<file path="src/rtl/seg_pkg.sv">
// Shared definitions for the seven-segment display arbiter family:
// FSM state encoding and the value driven while the display is blanked.
package seg_pkg;

  localparam logic [1:0] ST_IDLE  = 2'd0;
  localparam logic [1:0] ST_SHOW  = 2'd1;
  localparam logic [1:0] ST_BLANK = 2'd2;

  localparam logic [7:0] SEG_BLANK_VAL = 8'd0;

endpackage

</file>
<file path="src/rtl/seg_display_arbiter_if.sv">
// Requester/display bundle of the seven-segment arbiter. The arbiter takes the
// slave view; the requester side and the display top take the master view.
interface seg_display_arbiter_if #(
  parameter int unsigned N_REQ = 4,
  parameter int unsigned OWN_W = $clog2(N_REQ)
) ();

  logic [N_REQ-1:0]   REQ;
  logic [8*N_REQ-1:0] VALUE;
  logic [N_REQ-1:0]   GNT;
  logic [7:0]         DISP_VALUE;
  logic               DISP_VALID;
  logic [OWN_W-1:0]   DISP_OWNER;

  modport master (
    output REQ, VALUE,
    input  GNT, DISP_VALUE, DISP_VALID, DISP_OWNER
  );

  modport slave (
    input  REQ, VALUE,
    output GNT, DISP_VALUE, DISP_VALID, DISP_OWNER
  );

endinterface

</file>
<file path="src/rtl/seg_display_arbiter_rr_pick.sv">
// Round-robin picker: first set request bit strictly after ptr, wrapping, so
// the requester at ptr itself is chosen only when nobody else is requesting.
module rr_pick #(
  parameter int unsigned N_REQ = 4,
  parameter int unsigned OWN_W = $clog2(N_REQ)
) (
  input  logic [N_REQ-1:0] req,
  input  logic [OWN_W-1:0] ptr,
  output logic             found,
  output logic [OWN_W-1:0] idx
);

  logic [OWN_W-1:0] cand;

  always_comb begin
    found = 1'b0;
    idx   = '0;
    cand  = '0;
    for (int unsigned i = 1; i <= N_REQ; i++) begin
      cand = OWN_W'((32'(ptr) + i) % N_REQ);
      if (!found && req[cand]) begin
        found = 1'b1;
        idx   = cand;
      end
    end
  end

endmodule

</file>
<file path="src/rtl/seg_display_arbiter.sv">
// Round-robin owner arbitration for the shared 3-digit seven-segment path,
// with a minimum dwell per owner and a blanking gap on every handover.
module seg_display_arbiter
  import seg_pkg::*;
#(
  parameter int unsigned N_REQ        = 4,
  parameter int unsigned DWELL_CYCLES = 200,
  parameter int unsigned BLANK_CYCLES = 2,
  parameter int unsigned OWN_W        = $clog2(N_REQ)
) (
  input logic                  CLK,
  input logic                  N_Reset,
  seg_display_arbiter_if.slave bus
);

  localparam int unsigned DW = $clog2(DWELL_CYCLES + 1);
  localparam int unsigned BW = (BLANK_CYCLES > 0) ? $clog2(BLANK_CYCLES + 1) : 1;

  logic [1:0]       state, state_n;
  logic [OWN_W-1:0] owner, owner_n;
  logic [OWN_W-1:0] ptr, ptr_n;
  logic [DW-1:0]    dwell, dwell_n;
  logic [BW-1:0]    blank, blank_n;
  logic [N_REQ-1:0] gnt, gnt_n;
  logic [7:0]       disp_value, disp_value_n;
  logic             disp_valid, disp_valid_n;
  logic [OWN_W-1:0] disp_owner, disp_owner_n;

  logic [7:0]       vals [N_REQ];
  logic [OWN_W-1:0] pick_ptr;
  logic             found;
  logic [OWN_W-1:0] idx;
  logic [N_REQ-1:0] owner_mask;
  logic             owner_req;
  logic             other_req;
  logic             dwell_done;
  logic             blank_done;
  logic             decide;

  always_comb begin
    for (int unsigned i = 0; i < N_REQ; i++) begin
      vals[i] = bus.VALUE[8*i +: 8];
    end
  end

  // While releasing from SHOW with no blank phase, the pointer update to the
  // ex-owner has not landed yet, so the picker looks from the owner directly.
  assign pick_ptr = (state == ST_SHOW) ? owner : ptr;

  rr_pick #(
    .N_REQ (N_REQ),
    .OWN_W (OWN_W)
  ) u_rr_pick (
    .req   (bus.REQ),
    .ptr   (pick_ptr),
    .found (found),
    .idx   (idx)
  );

  assign owner_mask = N_REQ'(1) << owner;
  assign owner_req  = |(bus.REQ & owner_mask);
  assign other_req  = |(bus.REQ & ~owner_mask);
  assign dwell_done = (dwell == DW'(DWELL_CYCLES - 1));
  assign blank_done = (blank == BW'(BLANK_CYCLES - 1));

  always_comb begin
    state_n      = state;
    owner_n      = owner;
    ptr_n        = ptr;
    dwell_n      = dwell;
    blank_n      = blank;
    gnt_n        = gnt;
    disp_value_n = disp_value;
    disp_valid_n = disp_valid;
    disp_owner_n = disp_owner;
    decide       = 1'b0;

    case (state)
      ST_IDLE: decide = 1'b1;

      ST_SHOW: begin
        if (!owner_req || (dwell_done && other_req)) begin
          ptr_n        = owner;
          gnt_n        = '0;
          disp_valid_n = 1'b0;
          disp_value_n = SEG_BLANK_VAL;
          blank_n      = '0;
          if (BLANK_CYCLES > 0) begin
            state_n = ST_BLANK;
          end else begin
            state_n = ST_IDLE;
            decide  = 1'b1;
          end
        end else begin
          disp_value_n = vals[owner];
          if (!dwell_done) dwell_n = dwell + DW'(1);
        end
      end

      ST_BLANK: begin
        if (blank_done) begin
          state_n = ST_IDLE;
          decide  = 1'b1;
        end else begin
          blank_n = blank + BW'(1);
        end
      end

      default: state_n = ST_IDLE;
    endcase

    // Shared grant path for IDLE, end of BLANK, and zero-blank handover.
    if (decide && found) begin
      state_n      = ST_SHOW;
      owner_n      = idx;
      gnt_n        = N_REQ'(1) << idx;
      disp_valid_n = 1'b1;
      disp_owner_n = idx;
      disp_value_n = vals[idx];
      dwell_n      = '0;
    end
  end

  always_ff @(posedge CLK or negedge N_Reset) begin
    if (!N_Reset) begin
      state      <= ST_IDLE;
      owner      <= '0;
      ptr        <= OWN_W'(N_REQ - 1);
      dwell      <= '0;
      blank      <= '0;
      gnt        <= '0;
      disp_value <= SEG_BLANK_VAL;
      disp_valid <= 1'b0;
      disp_owner <= '0;
    end else begin
      state      <= state_n;
      owner      <= owner_n;
      ptr        <= ptr_n;
      dwell      <= dwell_n;
      blank      <= blank_n;
      gnt        <= gnt_n;
      disp_value <= disp_value_n;
      disp_valid <= disp_valid_n;
      disp_owner <= disp_owner_n;
    end
  end

  assign bus.GNT        = gnt;
  assign bus.DISP_VALUE = disp_value;
  assign bus.DISP_VALID = disp_valid;
  assign bus.DISP_OWNER = disp_owner;

endmodule

</file>
<file path="src/flat_wrapper.sv">
// flat-port wrapper written by rule: the top's interface ports become plain ports
module seg_display_arbiter_flat import seg_pkg::*;
#(
  parameter int unsigned N_REQ        = 4,
  parameter int unsigned DWELL_CYCLES = 200,
  parameter int unsigned BLANK_CYCLES = 2,
  parameter int unsigned OWN_W        = $clog2(N_REQ)
)
  (CLK, N_Reset, bus_REQ, bus_VALUE, bus_GNT, bus_DISP_VALUE, bus_DISP_VALID, bus_DISP_OWNER);
  seg_display_arbiter_if #(.N_REQ(N_REQ), .OWN_W(OWN_W)) bus_i ();
  input logic CLK;
  input logic N_Reset;
  input wire logic [$bits(bus_i.REQ)-1:0] bus_REQ;
  input wire logic [$bits(bus_i.VALUE)-1:0] bus_VALUE;
  output wire logic [$bits(bus_i.GNT)-1:0] bus_GNT;
  output wire logic [$bits(bus_i.DISP_VALUE)-1:0] bus_DISP_VALUE;
  output wire logic [$bits(bus_i.DISP_VALID)-1:0] bus_DISP_VALID;
  output wire logic [$bits(bus_i.DISP_OWNER)-1:0] bus_DISP_OWNER;
  assign bus_i.REQ = bus_REQ;
  assign bus_i.VALUE = bus_VALUE;
  assign bus_GNT = bus_i.GNT;
  assign bus_DISP_VALUE = bus_i.DISP_VALUE;
  assign bus_DISP_VALID = bus_i.DISP_VALID;
  assign bus_DISP_OWNER = bus_i.DISP_OWNER;
  seg_display_arbiter #(.N_REQ(N_REQ), .DWELL_CYCLES(DWELL_CYCLES), .BLANK_CYCLES(BLANK_CYCLES), .OWN_W(OWN_W)) u_core (.CLK(CLK), .N_Reset(N_Reset), .bus(bus_i));
endmodule
</file>
<file path="config.mk">
export PLATFORM = sky130hd
export DESIGN_NAME = seg_display_arbiter_flat
export DESIGN_NICKNAME = d
export VERILOG_FILES = /design/src/rtl/seg_pkg.sv /design/src/rtl/seg_display_arbiter_if.sv /design/src/rtl/seg_display_arbiter_rr_pick.sv /design/src/rtl/seg_display_arbiter.sv /design/src/flat_wrapper.sv
export SDC_FILE = /design/constraint.sdc
export NUM_CORES = 1
export LEC_CHECK = 0
export CAP_MARGIN = 20
export CORE_ASPECT_RATIO = 1.2
export CORE_MARGIN = 2
export CORE_UTILIZATION = 44
export DETAILED_ROUTE_END_ITERATION = 6
export GPL_TIMING_DRIVEN = 0
export PLACE_DENSITY = 0.72
export SYNTH_ARGS = -nofsm -noshare
export SYNTH_HDL_FRONTEND = slang
export SYNTH_SLANG_ARGS = --single-unit
export TNS_END_PERCENT = 100
</file>
<file path="constraint.sdc">
create_clock -name CLK -period 2.5 [get_ports CLK]
set_input_delay 0.5 -clock CLK [delete_from_list [all_inputs] [get_ports CLK]]
set_output_delay 0.5 -clock CLK [all_outputs]
set_load 0.01 [all_outputs]
</file>
After elaboration in Yosys (flattened, before gate mapping)
Index checks and enable logic that the tools add are counted.
- bits in registers: 29
- word-level logic and storage cells: 104
- output and inout port bits: 15
- add/subtract/negate cells: 6
- magnitude comparators: 6
- equality and inequality tests: 11
- multiplexer cells: 45
- shifts and indexed selects: 2
- reductions and logical operators: 21
- bitwise gates (word level): 5
- operators with widths (operator ; number):
    $mux W8 ; 11
    $bmux W8 S2 ; 2
    $mux W2 ; 10
    $lt A2 B3 Y1 const B ; 4
    $mux W1 ; 12
    $mux W4 ; 3
    $reduce_and A3 Y1 ; 3
    $add A8 B1 Y8 const B ; 1
    $and A4 B4 Y4 ; 2
    $bmux W1 S2 ; 4
    $eq A8 B8 Y1 const B ; 1
    $ne A2 B2 Y1 const B ; 4
    $reduce_or A4 Y1 ; 2
    $shl A1 B2 Y4 const A ; 2
    $add A2 B1 Y2 const B ; 3
    $ge A3 B3 Y1 const B ; 2
    $not A2 Y3 ; 2
    $pmux W2 S3 ; 1
    $reduce_bool A2 Y1 ; 3
    $logic_and A1 B1 Y1 ; 5
    $add A2 B2 Y2 const B ; 2
    $eq A2 B1 Y1 const B ; 2
    $logic_not A1 Y1 ; 4
    $not A4 Y4 ; 1
    other kinds (9) ; 10

Longest topological paths before layout
Gate-level depths: netlist (run 1).
- word-level depth: 20
- depth in mapped cells: 9
- mapped depth without buffers: 7

Hierarchy
A second synthesis (run 1) with hierarchy kept.
- cells, all modules: 191
- area, all modules: 2025.7 sq um
- by module, submodules not included (module ; area each (sq um) ; cells each ; times used):
    seg_display_arbiter ; 1934.4 ; 177 ; 1
    rr_pick ; 91.3 ; 14 ; 1

Least setup slack after synthesis (run 1)
No wires, ideal clock.
- kind: reg2reg
- from: register u_core.state[1]
- to: register u_core.disp_value[1] (netlist: u_core.bus.DISP_VALUE[1])
- setup time: 149 ps
- slack: 292 ps
- arrival: 2060 ps
- cell stages (with the launch flop): 9
- period minus slack after synthesis: 2208 ps
- data required time: 2351 ps
- path through: dfrtp_1 inv_1 ha_1 buf_6 mux2_4 mux2i_2 a211o_2 a2111oi_0 a311oi_1
- longest elaborated chain between the ends: 20
- elaborated cells between the ends (all ways): 38
- those cells by class: add/sub: 4; eq/ne: 2; mux: 22; bitwise: 1; reduce/logical: 9
- RTL lines (what ; line ; text):
    from (decl) ; seg_display_arbiter.sv:19 ; logic [1:0] state, state_n;
    from (signal assigned) ; seg_display_arbiter.sv:136 ; state <= state_n;
    $eq A2 B1 Y1 ; seg_display_arbiter.sv:48, seg_display_arbiter.sv:78 ;
    $mux W2 ; seg_display_arbiter.sv:48 ; assign pick_ptr = (state == ST_SHOW) ? owner : ptr;
    $add A2 B1 Y2 ; seg_display_arbiter_rr_pick.sv:20 ; cand = OWN_W'((32'(ptr) + i) % N_REQ);
    $bmux W1 S2 ; seg_display_arbiter_rr_pick.sv:21 ; if (!found && req[cand]) begin
    $mux W1 (not written as such) ; seg_display_arbiter_rr_pick.sv:21 ;
    $mux W1 ; seg_display_arbiter_rr_pick.sv:21 ;
    $logic_not A1 Y1 ; seg_display_arbiter_rr_pick.sv:21 ;
    $logic_and A1 B1 Y1 ; seg_display_arbiter_rr_pick.sv:21 ;
    [3 not listed] ; - ;
    $mux W1 ; seg_display_arbiter_rr_pick.sv:21 ;
    $logic_not A1 Y1 ; seg_display_arbiter_rr_pick.sv:21 ;
    $logic_and A1 B1 Y1 ; seg_display_arbiter_rr_pick.sv:21 ;
    $mux W2 ; seg_display_arbiter_rr_pick.sv:21 ;
    $not A2 Y3 (not written as such) ; seg_display_arbiter.sv:119 ; disp_value_n = vals[idx];
    $bmux W8 S2 ; seg_display_arbiter.sv:119 ;
    $mux W8 (not written as such) (2 in a row) ; seg_display_arbiter.sv:119 ;
    $mux W8 ; seg_display_arbiter.sv:113 ; if (decide && found) begin
    to (signal assigned) ; seg_display_arbiter.sv:142 ; disp_value <= disp_value_n;
    to (decl) ; seg_display_arbiter.sv:25 ; logic [7:0] disp_value, disp_value_n;
Parallel ways exist; a longest one is shown, timed or not. The select of a mux whose other input is x is not followed.
A chain may end at the register's enable or synchronous reset.

Final worst setup path (run 1)
- from: register u_core.state[1]
- to: register u_core.disp_value[3] (netlist: u_core.bus.DISP_VALUE[3])
Same word-level chain as after synthesis.

==> results.sh, run 1 <==
export IMPL_p_int_uw=1890
export IMPL_period_share=0.983
export IMPL_ys_seq_elements=29
export IMPL_drt_wl_total_um=6300
export IMPL_num_vias=2232
export IMPL_setup_viol=0
export IMPL_synth_top_area_frac=0.302
export IMPL_grt_pass1_vias=2127
export IMPL_chipHeight_um=82.2
export IMPL_rows=28
export IMPL_postLayoutCoreUtil=0.607
export IMPL_synth_top_cell_by_area="dfrtp_1"
export IMPL_critPathMaxFanout=10
export IMPL_max_slew_margin=0.458
export IMPL_layout_drive_gt1_share=0.144
export IMPL_layout_common_cells="52 x clkdlybuf4s50_1, 27 x dfrtp_1, 21 x inv_1, 21 x a31oi_1, 14 x o21ai_0"
export IMPL_syn_inst=237
export IMPL_viasPerCell=6.23
export IMPL_coreArea_um2=4900
export IMPL_ys_warnings_count=0
export IMPL_cap_viol_max_count=0
export IMPL_skew_ns=0.00465
export IMPL_rsz0062_at_grt="yes"
export IMPL_cp_start_kind="register"
export IMPL_p_clk_frac=0.113
export IMPL_switching_share=0.452
export IMPL_die_area_um2=5680
export IMPL_hold_path_depth=1
export IMPL_clockRootBuffer="clkbuf_8"
export IMPL_p_seq_frac=0.222
export IMPL_die_w_um=69.1
export IMPL_powerDensity_nw_per_um2=1160
export IMPL_grt_use_total=0.225
export IMPL_boundaryPins=53
export IMPL_grt_pass1_wl_um=10100
export IMPL_critPathKind="reg -> reg"
export IMPL_initial_core_util=0.457
export IMPL_drt_initial_drc_count=118
export IMPL_gp_congestion=0.820
export IMPL_slew_viol_final=0
export IMPL_synthFlopType="dfrtp_1"
export IMPL_worstPathRequired_ns=2.64
export IMPL_yosysSeqAreaShare=0.325
export IMPL_timing_rr_end="u_core.bus.DISP_VALUE[3]$_DFFE_PN0P_"
export IMPL_synth_cell_types=55
export IMPL_drtAntennaViolNets=0
export IMPL_grt_start_max_net_pins=17
export IMPL_vdd_drop_max_mv=0.657
export IMPL_drtPass1Iterations=4
export IMPL_p_sw_uw=1560
export IMPL_drc_errors=0
export IMPL_comb_power_share=0.665
export IMPL_r2r_start="u_core.state[1]$_DFFE_PN0P_"
export IMPL_finalHoldViolCount=0
export IMPL_power_uw=3450
export IMPL_cts_buffers=5
export IMPL_synth_area_leaders="dfrtp_1 30%, mux4_2 9.0%, a31oi_1 5.9%, inv_1 3.5%, o21ai_0 3.4%"
export IMPL_clk_latency_ns=0.29
export IMPL_place_hpwl_um=4580
export IMPL_r2r_cells=8
export IMPL_syn_to_final_growth_pct=32.9
export IMPL_overflow=0
export IMPL_max_freq_ghz=0.407
export IMPL_synth_area_um2=2240
export IMPL_cts_tree="built"
export IMPL_cts_htree_levels=2
export IMPL_clock_path_buffers=2
export IMPL_worstHoldPathType="reg -> reg"
export IMPL_layout_commonest_cell="clkdlybuf4s50_1"
export IMPL_antenna_cells=0
export IMPL_fin_nets=340
export IMPL_synth_edff_count=0
export IMPL_cp_end_kind="register"
export IMPL_synth_avg_cell_area_um2=9.46
export IMPL_status="finished clean"
export IMPL_hold_start="u_core.blank[1]$_DFFE_PN0P_"
export IMPL_antenna_found_initial=0
export IMPL_regToRegSetupSlack_ns=0.04
export IMPL_clk_pin_slew_ns=0.07
export IMPL_async_reset_ff_frac=1.00
export IMPL_arrival_ns=2.59
export IMPL_finalCriticalPeriod_ns=2.46
export IMPL_min_to="u_core.blank[1]$_DFFE_PN0P_"
export IMPL_worst_pin_slew_ns=0.810
export IMPL_syn_nets=280
export IMPL_numClockSinks=29
export IMPL_leakagePower_uw=0.00120
export IMPL_portBuffers=52
export IMPL_routedWlPerCell_um=17.6
export IMPL_cts_setup_buffers=0
## worst max-delay path, stage by stage (launching register included)
cell and delay [ns]:
dfrtp_1 0.38, inv_1 0.11, ha_1 0.18, buf_6 0.14, mux2_4 0.34, mux2i_2 0.20
a211o_2 0.40, a2111oi_0 0.45, a311oi_1 0.10
## stage by stage
stage / area [um2] / cells / hold WS (ns) / TNS [ns] / setup WS (ns)
global placement: 2840 / 349 / 0.486 / -2.29 / -0.204
floorplan: 2240 / 237 / 0.204 / 0 / 0.292
global route: 2980 / 358 / 0.537 / -0.461 / -0.110
finish: 2980 / 358 / 0.512 / 0 / 0.0414
CTS: 2960 / 358 / 0.514 / 0 / 0.00496
detailed placement: 2860 / 350 / 0.490 / -2.28 / -0.208
## cell families after synthesis
| family | after synthesis | synth area share |
|---|---|---|
| AOI/OAI and AO/OA | 84 | 0.267 |
| adders and majority gates | 5 | 0.0279 |
| xor gates and xnor gates | 5 | 0.0195 |
| and+or+nand+nor | 56 | 0.132 |
| muxes | 20 | 0.146 |
| DFF | 29 | 0.325 |
| buffers and inverters | 38 | 0.0826 |
## what timing repair did
item	CTS	global route
pin swaps	0	0
hold buffers	0	0
gates resized for setup	2	6
cloned	0	0
setup endpoints to repair	2	16
## registers in the layout, indices dropped and copies added (netlist names)
| name | count |
|---|---|
| u_core.state | 2 |
| u_core.ptr | 2 |
| u_core.owner | 2 |
| u_core.bus.GNT | 4 |
| u_core.bus.DISP_VALUE | 8 |
| u_core.blank | 2 |
| u_core.dwell | 8 |
| u_core.bus.DISP_VALID | 1 |
## Yosys cell counts (2+ instances only)
cell and n:
a2111oi_0 6, a21o_1 2, a21oi_1 9, a311oi_1 8, a31oi_1 21, and2_1 2
buf_2 6, buf_6 2, clkbuf_1 6, dfrtp_1 27, dfstp_2 2, ha_1 5
inv_1 21, mux2_2 2, mux2i_1 6, mux2i_2 2, mux4_2 9, nand2_1 11
nand2b_1 3, nand3_1 4, nand3b_1 2, nand4_1 10, nor2_1 13, nor3_1 2
o211ai_1 2, o21ai_0 15, o311ai_0 5, o32ai_1 3, or3_1 2, xor2_1 4
## power by group through the flow
stage | Combinational [uW] | Sequential [uW] | Clock [uW]
after floorplan | 1510 | 816 | 0
after global placement | 2220 | 773 | 0
after detailed placement | 2250 | 772 | 0
after CTS | 2270 | 765 | 399
after global routing | 2510 | 795 | 422
final | 2290 | 767 | 389
## how the worst max path moves through the flow
stage | startpoint | end | slack [ns] | cells past startpoint
after floorplan | u_core.state[1]$_DFFE_PN0P_ | u_core.bus.DISP_VALUE[1]$_DFFE_PN0P_ | 0.29 | 8
after global placement | bus_REQ[3] | u_core.bus.DISP_VALUE[4]$_DFFE_PN0P_ | -0.20 | 7
after detailed placement | bus_REQ[3] | u_core.bus.DISP_VALUE[4]$_DFFE_PN0P_ | -0.21 | 7
after CTS | u_core.state[1]$_DFFE_PN0P_ | u_core.bus.DISP_VALUE[2]$_DFFE_PN0P_ | 0.005 | 8
after global routing | u_core.state[1]$_DFFE_PN0P_ | u_core.bus.DISP_VALUE[2]$_DFFE_PN0P_ | -0.11 | 8
final | u_core.state[1]$_DFFE_PN0P_ | u_core.bus.DISP_VALUE[3]$_DFFE_PN0P_ | 0.04 | 8
## final cells by class
class                   instances  area [um2]
multi-input cells             170        1350
inverters                      21        78.8
plain buffers                  17         108
well taps                      60        75.1
flip-flops and latches         29         728
repair buffers                 53         548
fillers                       450        1930
clock inverters                 3        17.5
clock buffers                   5        68.8
## layer usage
metal	part of all wire	GRT usage	routed length, um	up-vias
li1	-	-	-	1049
met1	0.41	0.279	2600	1082
met2	0.50	0.388	3120	92
met3	0.076	0.0400	481	9
met4	0.015	0.102	97	0
met5	0	0	0	-
Note: power is estimated with default switching activity, not from simulation.
==> run 2: changes to the inputs <==
--- a/config.mk
+++ b/config.mk
@@ -11,6 +11,7 @@
 export CORE_UTILIZATION = 44
 export DETAILED_ROUTE_END_ITERATION = 6
 export GPL_TIMING_DRIVEN = 0
+export HOLD_SLACK_MARGIN = 0.03
 export PLACE_DENSITY = 0.72
 export SYNTH_ARGS = -nofsm -noshare
 export SYNTH_HDL_FRONTEND = slang
==> results of run 2 <==
No change in the layout: final DEF, timing and power equal those of run 1.
